===== src/rtl/axi4lite_initiator_pkg.sv =====
// Shared types for the AXI4-Lite initiator: FSM state encoding and AXI response codes.
package axi4lite_initiator_pkg;

  typedef enum logic [2:0] {
    StIdle  = 3'd0,
    StWr    = 3'd1,
    StWrB   = 3'd2,
    StRdAr  = 3'd3,
    StRdR   = 3'd4,
    StDrain = 3'd5
  } state_e;

  localparam logic [1:0] RESP_OKAY   = 2'b00;
  localparam logic [1:0] RESP_SLVERR = 2'b10;
  localparam logic [1:0] RESP_DECERR = 2'b11;

  function automatic logic resp_is_err(input logic [1:0] resp);
    return resp != RESP_OKAY;
  endfunction

endpackage


===== src/rtl/axi4lite_initiator.sv =====
// Single-outstanding AXI4-Lite initiator: command port in, AXI4-Lite out, with a watchdog
// that aborts a transaction whose slave never answers.
module axi4lite_initiator
  import axi4lite_initiator_pkg::*;
#(
  parameter int unsigned TIMEOUT_CYCLES = 1024
) (
  input  logic        clk_i,
  input  logic        rst_i,
  input  logic        req_valid_i,
  input  logic        req_write_i,
  input  logic [31:0] req_addr_i,
  input  logic [31:0] req_wdata_i,
  input  logic [3:0]  req_wstrb_i,
  output logic        req_ready_o,
  output logic        resp_valid_o,
  output logic [31:0] resp_rdata_o,
  output logic        resp_err_o,
  output logic        resp_timeout_o,
  output logic        outport_awvalid_o,
  output logic [31:0] outport_awaddr_o,
  input  logic        outport_awready_i,
  output logic        outport_wvalid_o,
  output logic [31:0] outport_wdata_o,
  output logic [3:0]  outport_wstrb_o,
  input  logic        outport_wready_i,
  input  logic        outport_bvalid_i,
  input  logic [1:0]  outport_bresp_i,
  output logic        outport_bready_o,
  output logic        outport_arvalid_o,
  output logic [31:0] outport_araddr_o,
  input  logic        outport_arready_i,
  input  logic        outport_rvalid_i,
  input  logic [31:0] outport_rdata_i,
  input  logic [1:0]  outport_rresp_i,
  output logic        outport_rready_o
);

  localparam int unsigned WdogW = (TIMEOUT_CYCLES > 0) ? $clog2(TIMEOUT_CYCLES + 1) : 1;
  localparam bit TimeoutEn = (TIMEOUT_CYCLES != 0);
  localparam logic [WdogW-1:0] WdogLimit =
      WdogW'((TIMEOUT_CYCLES > 0) ? TIMEOUT_CYCLES - 1 : 0);

  state_e            state_q, state_d;
  logic              awvalid_q, awvalid_d;
  logic              wvalid_q, wvalid_d;
  logic              arvalid_q, arvalid_d;
  logic              is_write_q, is_write_d;
  logic [31:0]       addr_q, addr_d;
  logic [31:0]       wdata_q, wdata_d;
  logic [3:0]        wstrb_q, wstrb_d;
  logic [WdogW-1:0]  wdog_q, wdog_d;
  logic              resp_valid_q, resp_valid_d;
  logic [31:0]       resp_rdata_q, resp_rdata_d;
  logic              resp_err_q, resp_err_d;
  logic              resp_timeout_q, resp_timeout_d;

  logic busy, expire;

  assign busy = (state_q == StWr) || (state_q == StWrB) || (state_q == StRdAr) ||
                (state_q == StRdR);
  // Counter reaches TIMEOUT_CYCLES at the end of this busy cycle.
  assign expire = TimeoutEn && busy && (wdog_q == WdogLimit);

  assign req_ready_o       = (state_q == StIdle) && !resp_valid_q;
  assign outport_awvalid_o = awvalid_q;
  assign outport_awaddr_o  = addr_q;
  assign outport_wvalid_o  = wvalid_q;
  assign outport_wdata_o   = wdata_q;
  assign outport_wstrb_o   = wstrb_q;
  assign outport_arvalid_o = arvalid_q;
  assign outport_araddr_o  = addr_q;
  assign outport_bready_o  = (state_q == StWrB) || ((state_q == StDrain) && is_write_q);
  assign outport_rready_o  = (state_q == StRdR) || ((state_q == StDrain) && !is_write_q);
  assign resp_valid_o      = resp_valid_q;
  assign resp_rdata_o      = resp_rdata_q;
  assign resp_err_o        = resp_err_q;
  assign resp_timeout_o    = resp_timeout_q;

  always_comb begin
    state_d        = state_q;
    awvalid_d      = awvalid_q && !outport_awready_i;
    wvalid_d       = wvalid_q && !outport_wready_i;
    arvalid_d      = arvalid_q && !outport_arready_i;
    is_write_d     = is_write_q;
    addr_d         = addr_q;
    wdata_d        = wdata_q;
    wstrb_d        = wstrb_q;
    wdog_d         = (busy && (wdog_q != '1)) ? wdog_q + 1'b1 : wdog_q;
    resp_valid_d   = 1'b0;
    resp_rdata_d   = '0;
    resp_err_d     = 1'b0;
    resp_timeout_d = 1'b0;

    unique case (state_q)
      StIdle: begin
        if (req_valid_i && req_ready_o) begin
          addr_d     = req_addr_i;
          wdata_d    = req_wdata_i;
          wstrb_d    = req_wstrb_i;
          is_write_d = req_write_i;
          wdog_d     = '0;
          if (req_write_i) begin
            awvalid_d = 1'b1;
            wvalid_d  = 1'b1;
            state_d   = StWr;
          end else begin
            arvalid_d = 1'b1;
            state_d   = StRdAr;
          end
        end
      end
      StWr: begin
        if (expire) begin
          state_d = StDrain;
        end else if (!awvalid_d && !wvalid_d) begin
          state_d = StWrB;
        end
      end
      StWrB: begin
        if (outport_bvalid_i) begin
          resp_valid_d = 1'b1;
          resp_err_d   = resp_is_err(outport_bresp_i);
          state_d      = StIdle;
        end else if (expire) begin
          state_d = StDrain;
        end
      end
      StRdAr: begin
        if (expire) begin
          state_d = StDrain;
        end else if (!arvalid_d) begin
          state_d = StRdR;
        end
      end
      StRdR: begin
        if (outport_rvalid_i) begin
          resp_valid_d = 1'b1;
          resp_rdata_d = outport_rdata_i;
          resp_err_d   = resp_is_err(outport_rresp_i);
          state_d      = StIdle;
        end else if (expire) begin
          state_d = StDrain;
        end
      end
      StDrain: begin
        // Late response is swallowed; nothing reaches the command port.
        if ((is_write_q && outport_bvalid_i) || (!is_write_q && outport_rvalid_i)) begin
          awvalid_d = 1'b0;
          wvalid_d  = 1'b0;
          arvalid_d = 1'b0;
          state_d   = StIdle;
        end
      end
      default: state_d = StIdle;
    endcase

    if (state_d == StDrain && state_q != StDrain) begin
      resp_valid_d   = 1'b1;
      resp_err_d     = 1'b1;
      resp_timeout_d = 1'b1;
    end
  end

  always_ff @(posedge clk_i) begin
    if (rst_i) begin
      state_q        <= StIdle;
      awvalid_q      <= 1'b0;
      wvalid_q       <= 1'b0;
      arvalid_q      <= 1'b0;
      is_write_q     <= 1'b0;
      addr_q         <= '0;
      wdata_q        <= '0;
      wstrb_q        <= '0;
      wdog_q         <= '0;
      resp_valid_q   <= 1'b0;
      resp_rdata_q   <= '0;
      resp_err_q     <= 1'b0;
      resp_timeout_q <= 1'b0;
    end else begin
      state_q        <= state_d;
      awvalid_q      <= awvalid_d;
      wvalid_q       <= wvalid_d;
      arvalid_q      <= arvalid_d;
      is_write_q     <= is_write_d;
      addr_q         <= addr_d;
      wdata_q        <= wdata_d;
      wstrb_q        <= wstrb_d;
      wdog_q         <= wdog_d;
      resp_valid_q   <= resp_valid_d;
      resp_rdata_q   <= resp_rdata_d;
      resp_err_q     <= resp_err_d;
      resp_timeout_q <= resp_timeout_d;
    end
  end

endmodule


===== config.mk =====
export PLATFORM = sky130hd
export DESIGN_NAME = axi4lite_initiator
export DESIGN_NICKNAME = d
export VERILOG_FILES = /design/src/rtl/axi4lite_initiator_pkg.sv /design/src/rtl/axi4lite_initiator.sv
export SDC_FILE = /design/constraint.sdc
export NUM_CORES = 1
export LEC_CHECK = 0
export CAP_MARGIN = 20
export CORE_MARGIN = 4
export CORE_UTILIZATION = 34
export CTS_CLUSTER_DIAMETER = 30
export DETAILED_ROUTE_END_ITERATION = 8
export PLACE_DENSITY = 0.75
export SYNTH_ARGS = -nofsm -noshare
export SYNTH_HDL_FRONTEND = slang
export SYNTH_SLANG_ARGS = --single-unit

===== constraint.sdc =====
create_clock -name clk_i -period 1.7 [get_ports clk_i]
set_input_delay 0.34 -clock clk_i [delete_from_list [all_inputs] [get_ports clk_i]]
set_output_delay 0.34 -clock clk_i [all_outputs]
set_load 0.02 [all_outputs]

## After elaboration in Yosys (flattened, before gate mapping)

Cells that the tools add are included.

- Register bits: 121
- Output and inout port bits: 141

- Equal/unequal tests: 9
- Bitwise logic cells: 2
- Reduce and logical (&&, ||, !) cells: 31
- Add/subtract/negate cells: 1
- Mux-type cells: 35

Operators with widths:

| cell | count |
|---|---|
| $mux W11 | 3 |
| $mux W3 | 9 |
| $pmux W3 S6 | 1 |
| $mux W1 | 16 |
| $logic_and A1 B1 Y1 | 13 |
| $add A11 B1 Y11 const B | 1 |
| $eq A11 B10 Y1 const B | 1 |
| $ne A11 B11 Y1 const B | 1 |
| $pmux W1 S2 | 5 |
| $eq A3 B3 Y1 const B | 3 |
| $logic_not A1 Y1 | 7 |
| $eq A3 B2 Y1 const B | 2 |
| $logic_or A1 B1 Y1 | 6 |
| $reduce_bool A2 Y1 | 2 |
| $eq A3 B1 Y1 const B | 1 |
| $logic_not A3 Y1 | 1 |
| $ne A3 B3 Y1 const B | 1 |
| $reduce_or A3 Y1 | 1 |
| $mux W2 | 1 |
| $not A1 Y1 | 2 |
| $reduce_and A2 Y1 | 1 |

## Longest topological paths before layout

Gate-level depths: netlist of run 1.

- Word-level depth: 11
- Depth in mapped cells: 7
- Mapped depth without buffers: 6

## Worst setup path before layout of run 1

OpenSTA, ideal clock, no wires.

- Path type: flip-flop to flip-flop
- Start: register state_q[0]
- End: register wdog_q[0]
- Required time: 1.583 ns
- Path buffers: 3
- Setup slack: 0.016 ns
- Cell stages (with the launch flop): 8
- Arrival: 1.567 ns
- Cells stage by stage: dfxtp_1 > buf_4 > nor4_4 > nand2_1 > buf_2 > nand2_1 > buf_2 > nor2_1

- Elaborated cells between the ends (all ways): 14
- Classes of those cells: eq/ne: 4; mux: 3; reduce/logical: 7

RTL lines:

| item | line | text |
|---|---|---|
| from (decl) | axi4lite_initiator.sv:44 | `state_e state_q, state_d;` |
| from (signal assigned) | axi4lite_initiator.sv:167 | `state_q <= StIdle;` |
| from (signal assigned) | axi4lite_initiator.sv:181 | `state_q <= state_d;` |
| $logic_not A3 Y1 | axi4lite_initiator.sv:65 | `assign req_ready_o = (state_q == StIdle) && !resp_valid_q;` |
| $logic_and A1 B1 Y1 | axi4lite_initiator.sv:65 |  |
| via req_ready_o | axi4lite_initiator.sv:15 | `output logic req_ready_o,` |
| $logic_and A1 B1 Y1 | axi4lite_initiator.sv:97 | `if (req_valid_i && req_ready_o) begin` |
| $mux W11 | axi4lite_initiator.sv:97 |  |
| $mux W11 | axi4lite_initiator.sv:95 | `unique case (state_q)` |
| to (signal assigned) | axi4lite_initiator.sv:189 | `wdog_q <= wdog_d;` |
| to (decl) | axi4lite_initiator.sv:52 | `logic [WdogW-1:0] wdog_q, wdog_d;` |

The timed path passes the listed nets, and every way through them passes these cells.
A chain may end at the register's enable or synchronous reset.

## Final worst setup path of run 1

- Start: register state_q[1]
- End: register resp_valid_q (netlist: resp_valid_o)

- Longest elaborated chain between the ends: 11
- Elaborated cells between the ends (all ways): 27
- Classes of those cells: eq/ne: 7; mux: 12; reduce/logical: 8

RTL lines:

| item | line | text |
|---|---|---|
| $eq A3 B1 Y1 or $eq A3 B2 Y1 (tied branches) | axi4lite_initiator.sv:60, axi4lite_initiator.sv:95 |  |
| $logic_or A1 B1 Y1 (3 in a row) | axi4lite_initiator.sv:60 | `assign busy = (state_q == StWr) \|\| (state_q == StWrB) \|\| (state_q == StRdAr) \|\|` |
| $logic_and A1 B1 Y1 | axi4lite_initiator.sv:63 | `assign expire = TimeoutEn && busy && (wdog_q == WdogLimit);` |
| $mux W3 | axi4lite_initiator.sv:125, axi4lite_initiator.sv:142 |  |
| $mux W3 (on tied branches) | axi4lite_initiator.sv:137, axi4lite_initiator.sv:121 |  |
| $pmux W3 S6 | axi4lite_initiator.sv:95 |  |
| $eq A3 B3 Y1 | axi4lite_initiator.sv:158 | `if (state_d == StDrain && state_q != StDrain) begin` |
| $logic_and A1 B1 Y1 | axi4lite_initiator.sv:158 |  |
| $mux W1 * | axi4lite_initiator.sv:158 |  |
| to (signal assigned) | axi4lite_initiator.sv:190 | `resp_valid_q <= resp_valid_d;` |
| to (decl) | axi4lite_initiator.sv:53 | `logic resp_valid_q, resp_valid_d;` |

Every way passes the cells marked *; elsewhere a longest branch is shown, timed or not.

==> results of run 1 <==
## how the worst min path moves through the flow
stage	to	from	cells past startpoint	slack (ps)
4_1_cts	outport_wdata_o[23]	rst_i	2	300
3_3_place_gp	outport_wdata_o[10]	outport_wdata_o[10]	2	440
5_1_grt	outport_wdata_o[29]	rst_i	2	310
3_5_place_dp	outport_wstrb_o[2]	outport_wstrb_o[2]	2	450
6_report	outport_wdata_o[29]	rst_i	2	310
2_1_floorplan	wdog_q[1]	wdog_q[1]	2	450
## synthesized netlist by cell type (4+ instances only)
cell / count / area (sq um)
nand2_1: 150 / 563
dfxtp_1: 121 / 2420
a21oi_1: 81 / 405
buf_4: 36 / 270
and2_1: 35 / 219
clkbuf_1: 18 / 67.6
nor2_1: 14 / 52.6
buf_2: 9 / 45.0
nand3_1: 7 / 35.0
xor2_1: 7 / 61.3
and3_1: 5 / 31.3
nand4_1: 5 / 31.3
inv_1: 4 / 15.0
o21ai_0: 4 / 20.0
## metrics by stage
step / hold WS [ps] / instance area (sq um) / power [mW] / setup WS [ps] / instances
floorplan: 445 / 4580 / 3.91 / 15.7 / 537
global placement: 442 / 7240 / 4.67 / -348 / 934
detailed placement: 449 / 7240 / 4.70 / -354 / 934
CTS: 302 / 7710 / 8.03 / 1.24 / 967
global route: 309 / 7880 / 8.37 / -68.4 / 969
finish: 315 / 7880 / 7.98 / -7.60 / 969
## cell families (layout without fill, tap and decap cells)
| group | after synthesis | in the layout | share of synthesized area, % |
|---|---|---|---|
| compound gates | 101 | 101 | 12.2 |
| flops | 121 | 121 | 52.8 |
| simple gates | 236 | 236 | 23.6 |
| mux | 1 | 1 | 0.218 |
| xor+xnor | 9 | 9 | 1.88 |
| buf+inv | 68 | 324 | 8.92 |
| fa+ha+maj | 1 | 1 | 0.273 |
## flip-flops by register name (all words and copies together) (netlist names)
register,cells
outport_arvalid_o,1
resp_timeout_o,1
wdog_q,11
resp_rdata_o,32
state_q,3
outport_araddr_o,32
outport_awvalid_o,1
outport_wstrb_o,4
resp_err_o,1
resp_valid_o,1
outport_wvalid_o,1
outport_wdata_o,32
is_write_q,1
## worst max-delay path, stage by stage, from the launching register on
cell,delay [ps]
dfxtp_4,360
buf_4,160
or3_1,400
a311o_1,350
a21boi_2,220
o31ai_1,100
## timing repair
item,4_1_cts,5_1_grt
setup endpoints to repair,133,103
pin swaps,0,5
gates cloned,0,1
setup buffers,1,1
gates resized for setup,122,46
## cell type report
cell class / instances / area share (%)
clock inverter: 13 / 1.64
clock buffer: 19 / 5.62
multi-input combinational: 348 / 23.1
tap: 176 / 2.79
sequential: 121 / 30.8
inverter: 4 / 0.191
timing repair buffer: 288 / 35.8
## power groups by stage
stage / Sequential (mW) / Clock (mW) / Combinational (mW)
2_1_floorplan: 3.30 / 0 / 0.606
3_3_place_gp: 3.14 / 0 / 1.53
3_5_place_dp: 3.16 / 0 / 1.55
4_1_cts: 3.09 / 3.51 / 1.43
5_1_grt: 3.11 / 3.67 / 1.60
6_report: 3.09 / 3.42 / 1.47
## metal layers
metal	share of wire (%)	up-vias
met3	9.3	18
li1	-	2215
met2	51	191
met4	1.5	0
met1	38	2109
met5	0	-
==> metrics, run 1 <==
status=complete, but fails checks; failing checks=setup timing; Final Hold Fails=0; 1st-iter DRT viols=182; clock share of power=42.8%; arrival time at the worst endpoint=1990 ps; first-pass iteration count of the detailed router=4; DRC errors left=0; Lkg Pwr=3.95 nW; Critical Path Sink=resp_valid_o; Starting Density=34.6%; Crit path required time=1990 ps; Reg area=2430 sq um; Tcrit/Tclk final=100%; CP Class=flop to flop; utilization after layout=59.5%; Reg2Reg Capture Point=resp_valid_o; nets=894; I/O pin total=254; fill cell count=1194; Crit. End Element=flop; dominant synthesized flop cell=dfxtp_1; clock-pin slew on the worst setup and hold paths=60 ps; die area=15400 sq um; startpoint class of the critical path=flop; commonest non-fill, non-tap cells in the layout=nand2_1 (147), clkdlybuf4s50_1 (120), dfxtp_1 (119), dlygate4sd2_1 (101), a21oi_1 (80); CTS Hold Bufs=0; reg2reg path depth=5; busiest layer in global routing=met2; IO buf count=253; peak supply drop=0.779 mV; Hold Path Class=input pin to flop; number of global-route vias before repair=4517; clock buffer depth=2; post-synthesis instance total=537; Reg-to-Reg Start=state_q[1]; CP Max Fanout=8; final setup violation count=2; Yosys warning count=0; Max-Cap Viols=0; leading cell type in the layout, fill and taps excluded=nand2_1; Vias=4533; Cell Pwr Density=1010 nW/um^2; largest net degree at the start of global routing=63; flops & latches, synth=121; setup slack, reg-to-reg=-8 ps; GP Congestion=0.875; Post-DP HPWL=11000 microns; multi-input logic area=1820 sq um; H-tree depth=4; share of cells above drive strength 1=11.1%; drt via density=4.68; Post-synth ARST share=0%; met1 usage=19.4%; met3 Usage GRT=8.13%; P_int=5.86 mW; combinational fraction of design power=18.5%; Least-Margin Pin Slew=479 ps; Slew Viols, Final=0; mapped cell area=4580 sq um; Wirelength per Cell=15.1 microns; Seq pwr share=38.7%; CTS Buf Count=17; Post-Route WL=14600 microns; FMAX=586 MHz; CTS tree=yes; routing usage on met2=31.7%; row cnt=42; first-pass GRT wire length=21500 microns; sequential share of the synthesized area=52.8%; GRT overflow=0; area grow syn2layout=71.9%; synthesized net count=651; CP Launch Point=state_q[1]; Worst Skew=6.78 ps; Clk Tree Root Cell=clkbuf_16; Worst Slack Setup Final=-7.60 ps; Slew headroom=67.9%; Worst-Skew Late Latency=400 ps; Post-DRT Antenna Nets=0; global-route usage over all layers=18.1%; die width=124 microns; initial antenna violation count=0; Clock Sinks=121; minimum clock period=1710 ps; NetSw=2.12 mW; Post-synth EDFFs=0; sw frac=26.5%; Netlist cell types=45; RSZ-0062 raised after global routing=true; syn avg cell area=8.54 sq um; total core area=13200 sq um; Chip Height=124 microns; ant diodes=0; Setup TNS Final=-9.19 ps
Note: power is estimated with default switching activity, not from simulation.
==> run 2, diff against run 1 <==
Settings changed: CTS_CLUSTER_SIZE from default to 25.
==> results of run 2 <==
No change in the layout: final DEF, timing and power equal those of run 1.
==> run 3, diff against run 2 <==
Settings changed: CORE_ASPECT_RATIO from default to 1.25, CORE_MARGIN 4 to default.
==> run 3 against run 2 <==
  * The run now ends clean
  * Global-route usage up 1.5 points
  * Utilization up 1.9 points
  * Wire length down 2.0%
  * Clock power up 16%
  * Critical path type unchanged
  * Critical endpoint is now resp_err_o
  * Largest cell class unchanged
  * Largest power group unchanged
==> metrics, run 3 (same netlist as run 1, synthesis figures left out) <==
startpoint class of the critical path=flop; Tcrit/Tclk final=99.2% (-1.2 points); Crit path required time=1980 ps (about the same); arrival time at the worst endpoint=1970 ps (-20 ps); Fin Hold WS=201 ps (-114 ps); IO buf count=253 (unchanged); Least-Margin Pin Slew=723 ps (+244 ps); Post-Layout Cell Count=970 (+0.10%); Slew headroom=51.8% (-16 points); row cnt=47 (+12%); total core area=13200 sq um (-0.53%); largest net degree at the start of global routing=69 (+9.5%); H-tree depth=4 (unchanged); Crit. End Element=flop; Worst Skew=8.20 ps (+1.42 ps); Max-Cap Viols=0 (unchanged); Lkg Pwr=4.00 nW (+1.4%); sw frac=25.8% (-0.76 points); fill cell count=1156 (-3.2%); area grow syn2layout=76.4%; post-CTS setup buffers=0 (-1); Clk Tree Root Cell=clkbuf_16; minimum clock period=1690 ps (-20.5 ps); Vias=4561 (+0.62%); clock buffer depth=2 (unchanged); combinational fraction of design power=18.0% (-0.5 points); Clock Sinks=121 (unchanged); Power Total=8.62 mW (+8.0%); commonest non-fill, non-tap cells in the layout=nand2_1 (149), clkdlybuf4s50_1 (123), dfxtp_1 (114), dlygate4sd2_1 (99), a21oi_1 (79); GP Congestion=0.863 (-1.5%); Seq pwr share=35.8% (-2.9 points); die width=106 microns (-15%); Setup TNS Final=0 ps (+9.19 ps); Slew Viols, Final=0 (unchanged); peak supply drop=0.630 mV (-19%); CTS Hold Bufs=0 (unchanged); Post-Route WL=14300 microns (-2.0%); GRT overflow=0 (unchanged); Worst-Skew Late Latency=400 ps (about the same); Final Hold Fails=0 (unchanged); initial antenna violation count=1 (+1); share of cells above drive strength 1=12.9% (+1.8 points); DRC errors left=0 (unchanged); CP Max Fanout=7 (-1); 1st-iter DRT viols=181 (-0.55%); number of global-route vias before repair=4349 (-3.7%); nets=899 (+0.56%); leading cell type in the layout, fill and taps excluded=nand2_1; RSZ-0062 raised after global routing=true; Wirelength per Cell=14.8 microns (-2.1%); CTS tree=yes; Starting Density=34.8% (+0.18 points); Chip Height=132 microns (+6.2%); status=complete, no violations; first-pass GRT wire length=21400 microns (-0.39%); global-route usage over all layers=19.6% (+1.5 points); first-pass iteration count of the detailed router=4 (unchanged); cell count after placement=934 (unchanged); Cell Pwr Density=1070 nW/um^2 (+5.2%); Post-DRT Antenna Nets=0 (unchanged); CTS Buf Count=17 (unchanged); drt via density=4.70 (+0.51%); die area=14000 sq um (-9.4%); Post-DP HPWL=10300 microns (-7.1%); final setup violation count=0 (-2); FMAX=593 MHz (+1.2%); clock share of power=46.2% (+3.4 points); I/O pin total=254 (unchanged); CP Class=flop to flop; Hold Path Class=input pin to flop; clock-pin slew on the worst setup and hold paths=60 ps (about the same); NetSw=2.22 mW (+4.9%); P_int=6.40 mW (+9.1%)
==> run 3: worst paths after layout <==
kind	startpoint	end	slack, ps	cells past startpoint
worst min register to register	outport_wdata_o[14]	outport_wdata_o[14]	450	2
worst max-delay path	state_q[2]	resp_err_o	10	6
worst min-delay path	rst_i	outport_wdata_o[25]	200	2
worst max register to register	state_q[2]	resp_err_o	10	6
==> run 3: what timing repair did <==
item	in CTS	in global routing
hold endpoints to repair	0	0
setup endpoints to repair	109	90
cloned	0	3
pin swaps	0	9
resized for setup	119	55
==> run 3: critical path, cell delays in order (launching register included) <==
cell      delay, ps
dfxtp_2         370
buf_4           170
and2b_1         180
and3_1          190
a311o_1         360
a21boi_4        200
o31ai_1         100
==> run 3: per-layer routing <==
layer / track usage (%) / wire, microns / up-vias
met5: 0 / 0 / -
met4: 7.56 / 301 / 0
met3: 7.12 / 1170 / 24
met2: 34.5 / 7340 / 208
met1: 21.2 / 5530 / 2094
li1: - / - / 2235
==> run 3: final cells by class <==
class,count,area (sq um),area share [%]
Timing Repair Buffer,293,2890,35.7
Sequential cell,121,2430,30.1
Antenna cell,1,2.50,0.0309
Multi-Input combinational cell,348,1870,23.2
Clock inverter,13,218,2.69
Clock buffer,19,443,5.48
Tap cell,171,214,2.65
Inverter,4,15.0,0.186
==> run 3: power by group through the flow <==
stage                     logic (mW)  registers, mW  clock network, mW
after floorplan                0.606           3.30                  0
after global placement          1.55           3.14                  0
after detailed placement        1.57           3.15                  0
after CTS                       1.46           3.08               4.07
after global routing            1.66           3.11               4.22
final                           1.55           3.09               3.98
==> run 3: through the flow <==
step	util (%)	instance area [sq um]	setup slack [ps]
detailed placement	55.2	7280	-389
finish	61.4	8090	12.9
global route	61.4	8090	-9.30
floorplan	-	4580	15.7
global placement	55.2	7280	-347
CTS	59.4	7820	0.452
